### src/rtl/fetch_unit.sv
// Instruction fetch stage: holds the PC, reads words over imem req/ack, and issues them to the controller.
// Optional macro FETCH_TIMEOUT_EN adds an ack wait limit with a sticky fetch_err and a HALT state.
module fetch_unit #(
   parameter logic [31:0] RESET_PC       = 32'h0000_0000,
   parameter int unsigned TIMEOUT_CYCLES = 16
) (
   input  logic        clk,
   input  logic        reset,
   output logic        imem_req,
   output logic [31:0] imem_addr,
   input  logic        imem_ack,
   input  logic [31:0] imem_rdata,
   output logic [31:0] instr,
   output logic [5:0]  opcode,
   output logic [5:0]  funct,
   output logic        instr_valid,
   input  logic        instr_ready,
   input  logic        pcsrc,
   input  logic        jump,
   input  logic [31:0] signimm,
   output logic [31:0] pc,
   output logic [31:0] pc_plus4,
   output logic        fetch_err
);

   if (RESET_PC[1:0] != 2'b00 || TIMEOUT_CYCLES < 1) begin : g_bad_param
      $error("fetch_unit: RESET_PC must be word aligned and TIMEOUT_CYCLES >= 1");
   end

`ifdef FETCH_TIMEOUT_EN
   typedef enum logic [1:0] {FETCH = 2'd0, ISSUE = 2'd1, HALT = 2'd2} state_t;
   localparam int CW = $clog2(TIMEOUT_CYCLES + 1);
   logic [CW-1:0] wait_cnt;
`else
   typedef enum logic [1:0] {FETCH = 2'd0, ISSUE = 2'd1} state_t;
`endif

   state_t      state;
   logic [31:0] next_pc;

   assign pc_plus4  = pc + 32'd4;
   assign imem_addr = pc;
   assign opcode    = instr[31:26];
   assign funct     = instr[5:0];

   // Handshake outputs come straight from the state register, forced low while reset is held.
   assign imem_req    = (state == FETCH) && !reset;
   assign instr_valid = (state == ISSUE) && !reset;

   // Jump wins over a taken branch; both targets wrap modulo 2^32.
   always_comb begin
      next_pc = pc_plus4;
      if (jump) begin
         next_pc = {pc_plus4[31:28], instr[25:0], 2'b00};
      end else if (pcsrc) begin
         next_pc = pc_plus4 + (signimm << 2);
      end
   end

   always_ff @(posedge clk) begin
      if (reset) begin
         state <= FETCH;
         pc    <= RESET_PC;
         instr <= '0;
`ifdef FETCH_TIMEOUT_EN
         wait_cnt  <= '0;
         fetch_err <= 1'b0;
`endif
      end else begin
         case (state)
            FETCH: begin
               if (imem_ack) begin
                  instr <= imem_rdata;
                  state <= ISSUE;
               end
`ifdef FETCH_TIMEOUT_EN
               else if (wait_cnt == CW'(TIMEOUT_CYCLES - 1)) begin
                  state     <= HALT;
                  fetch_err <= 1'b1;
               end else begin
                  wait_cnt <= wait_cnt + CW'(1);
               end
`endif
            end
            ISSUE: begin
               if (instr_ready) begin
                  pc    <= next_pc;
                  state <= FETCH;
`ifdef FETCH_TIMEOUT_EN
                  wait_cnt <= '0;
`endif
               end
            end
`ifdef FETCH_TIMEOUT_EN
            HALT: begin
               state <= HALT;
            end
`endif
            default: begin
               state <= FETCH;
            end
         endcase
      end
   end

`ifndef FETCH_TIMEOUT_EN
   assign fetch_err = 1'b0;
`endif

endmodule

### config.mk
export PLATFORM = sky130hd
export DESIGN_NAME = fetch_unit
export DESIGN_NICKNAME = d
export VERILOG_FILES = /design/src/rtl/fetch_unit.sv
export SDC_FILE = /design/constraint.sdc
export NUM_CORES = 1
export LEC_CHECK = 0
export BUFFER_PORTS_ARGS = -buffer_cell sky130_fd_sc_hd__buf_2
export CAP_MARGIN = 5
export CORE_UTILIZATION = 49
export DETAILED_ROUTE_END_ITERATION = 10
export PLACE_DENSITY = 0.8
export SYNTH_ARGS = -nofsm -noshare
export SYNTH_HDL_FRONTEND = slang
export SYNTH_SLANG_ARGS = --single-unit
### constraint.sdc
create_clock -name clk -period 4.3 [get_ports clk]
set_input_delay 0.43 -clock clk [delete_from_list [all_inputs] [get_ports clk]]
set_output_delay 0.43 -clock clk [all_outputs]
set_load 0.01 [all_outputs]
==> results.ini <==
[critical_path]
slowest_delay_ns=0.42
cp_slowest_cell=dfxtp_1
critPathCaptureType=flop
criticalPathCategory=flop to flop
required_ns=4.53
path_delay_family=compound AO/OA/AOI/OAI gates
startpoint=imem_addr[3]
r2r_start=imem_addr[3]
path_buf_inv=0
cp.arrival_ns=4.19
crit_fanout=6
worstPathCellList=ha_1 > nand4_1 > nor2_2 > and3_1 > nand2_1 > nor2_1 > xor2_1 > ha_1 > a21o_1 > a211oi_1 > o211ai_1 > o211ai_1 > nor2_1 > a221o_1 > o21bai_1 > nand3_2 > mux2_4
start_kind=flop

[clock_network]
cts_tree=built
clkTransAtPathRegs_ns=0.07
cts_sinks=63
cts_made_buffers=9
clk_path_buf_depth=2
cts-htree-levels=3
cts_root_buffer=clkbuf_8
cts_setup_buffers=0
clk_latency_ns=0.33

[sta]
fin_crit_sh_pct=92.02
hold_ws_ns=0.3190
hold_viol=0
slew_headroom_pct=22.12
setup_violations=0
setup_tns_ns=0
worst_pin_slew_ns=1.168
rsz0062_at_grt=false
period_needed_ns=3.957
fin_ws_ns=0.3430
fmax_mhz=252.7
finClkSkew_ns=0.007787
maxSlewViolCount=0

[placed_design]
pre_cts_ws_ns=0.2609
numPortBuffers=203
hpwl_mm=11.46
routabilityCongestion=0.9059

[power]
ir_worst_vdd_mv=0.2296
pwr_density_cell_nw_per_um2=259.2
power_leakage_nw=3.162

[detailed_routing]
detail_route.wirelength_mm=14.73
antenna_left=0
drtIter0Drc=414
wl_per_cell_microns=15.22
num_vias=5201
viasPerCell=5.373
drt_pass1_iterations=5
drc=0

[global_route]
busiest_layer=met2
grt_pass1_wl_mm=23.40
grt_pass1_vias=4496
grtUsageMet2_pct=39.59
grt.overflow.total=0
antenna_found_initial=0
grt_max_degree=55
gr-usage-all-layers_pct=26.64
met3_usage_pct=4.887
met1_usage_pct=38.99

[floorplan]
initial_utilization_pct=50.29
num_rows=37
io_pins=213
coreArea_sq_um=10230
dieArea_sq_um=10910
die_x_microns=104.5
die_h_microns=104.5

[min_path]
hold_path.startpoint=imem_ack
hold_class=primary input to flop

[yosys]
yosys_warnings=0
synth_area_sq_um=5145
async_flop_share_pct=0
netlist.area_leader.share_pct=24.51
syn_inst=675
synth-edff-count=0
ys_seq_area_share_pct=24.51
synth.area.top_cells=dfxtp_1, ha_1, nand2_1
synth_cell_types=67
ys_seq_elements=63
syn-mean-instance-area_sq_um=7.622
yosysTopAreaCell=dfxtp_1
synth_ff_type=dfxtp_1

[cells_and_area]
num_antenna_cells=0
syn_to_final_growth_pct=19.58
final_net_count=934
drive_above_1_share_pct=30.53
fin_util_pct=60.13

[job]
maxCapViolCount=0

[status]
outcome=completed

## Yosys cell counts (all sizes together), types with 2 or more instances
library cell and count:
a211oi 9, nand3b 3, buf 54, inv 10, o31ai 6, and2 3
nor2b 6, o21bai 5, clkbuf 26, a221o 4, nor3 8, a211o 3
o21ai 34, nand2 114, a21o 15, and4 2, nand3 22, a21oi 74
or2 2, o21a 3, nand2b 5, xor2 18, nor2 46, o211ai 6
xnor2 35, a41oi 2, dfxtp 63, a221oi 2, a22o 4, nand4 9
nor4 2, and3 17, mux2i 7, a31oi 2, ha 36
## final timing paths
check | end | slack, ns | cells past startpoint
hold reg to reg | instr[27] | 0.47 | 2
setup reg to reg | imem_addr[31] | 0.34 | 17
setup / recovery | imem_addr[31] | 0.34 | 17
hold / removal | state[0] | 0.32 | 2
## registers in the layout, indices dropped and copies added, names as in the netlist
| name | flops |
|---|---|
| imem_addr | 30 |
| instr | 32 |
| state | 1 |
## what timing repair did
| item | CTS | global route |
|---|---|---|
| endpoints found under the setup margin | 0 | 1 |
| resized for setup | 0 | 2 |
| hold buffers | 0 | 0 |
## layout by cell type (no fill, tap or decap), types with 4 or more instances in the layout
| master | count |
|---|---|
| buf_2 | 203 |
| nand2_1 | 114 |
| a21oi_1 | 73 |
| dfxtp_1 | 62 |
| nor2_1 | 44 |
| ha_1 | 36 |
| xnor2_1 | 35 |
| o21ai_0 | 28 |
| xor2_1 | 18 |
| nand3_1 | 18 |
| and3_1 | 15 |
| a21o_1 | 15 |
| buf_4 | 12 |
| inv_1 | 10 |
| clkbuf_8 | 10 |
| nand4_1 | 9 |
| a211oi_1 | 9 |
| mux2i_1 | 7 |
| nor3_1 | 7 |
| conb_1 | 7 |
| o211ai_1 | 6 |
| o31ai_1 | 6 |
| nor2b_1 | 5 |
| nand2b_1 | 5 |
| o21bai_1 | 5 |
| o21ai_1 | 4 |
| a22o_1 | 4 |
| a221o_1 | 4 |
## kinds of logic (layout without fill, tap and decap cells)
kind of cell	after synthesis	after routing	share of synthesized area, %
DFF	63	63	24.51
buffers and inverters	90	241	10.38
xor gates and xnor gates	53	53	9.022
other	1	7	0.07289
and+or+nand+nor	242	242	22.47
muxes	8	8	1.654
AOI/OAI and AO/OA	181	181	22.74
adders and majority gates	37	37	9.144
## stage by stage
stage	std cells	cell area (sq um)	power, W
3_5_place_dp	952	5949	0.001083
4_1_cts	968	6148	0.001594
3_3_place_gp	952	5949	0.001079
5_1_grt	968	6152	0.001675
2_1_floorplan	681	5167	0.0009512
6_report	968	6152	0.001595
## metal layers
metal / vias to the layer above / share of wire [%]
li1: 2631 / -
met1: 2318 / 48
met2: 231 / 43
met3: 21 / 7.3
met4: 0 / 1.8
met5: - / 0
## where the power goes
part,switching [W],internal [W],total (W)
Clock,0.000235,0.000283,0.000518
Combinational,0.000250,0.000175,0.000425
Sequential,0.0000384,0.000614,0.000652
Total,0.000524,0.00107,0.00159
## cell type report
class | instances | area (sq um)
flip-flops and latches | 63 | 1262
inverters | 10 | 37.54
clock buffers | 11 | 141.4
multi-input cells | 528 | 3377
fillers | 1010 | 4079
repair buffers | 215 | 1106
well taps | 136 | 170.2
clock inverters | 5 | 57.56
Power figures use the tool's default switching activity.
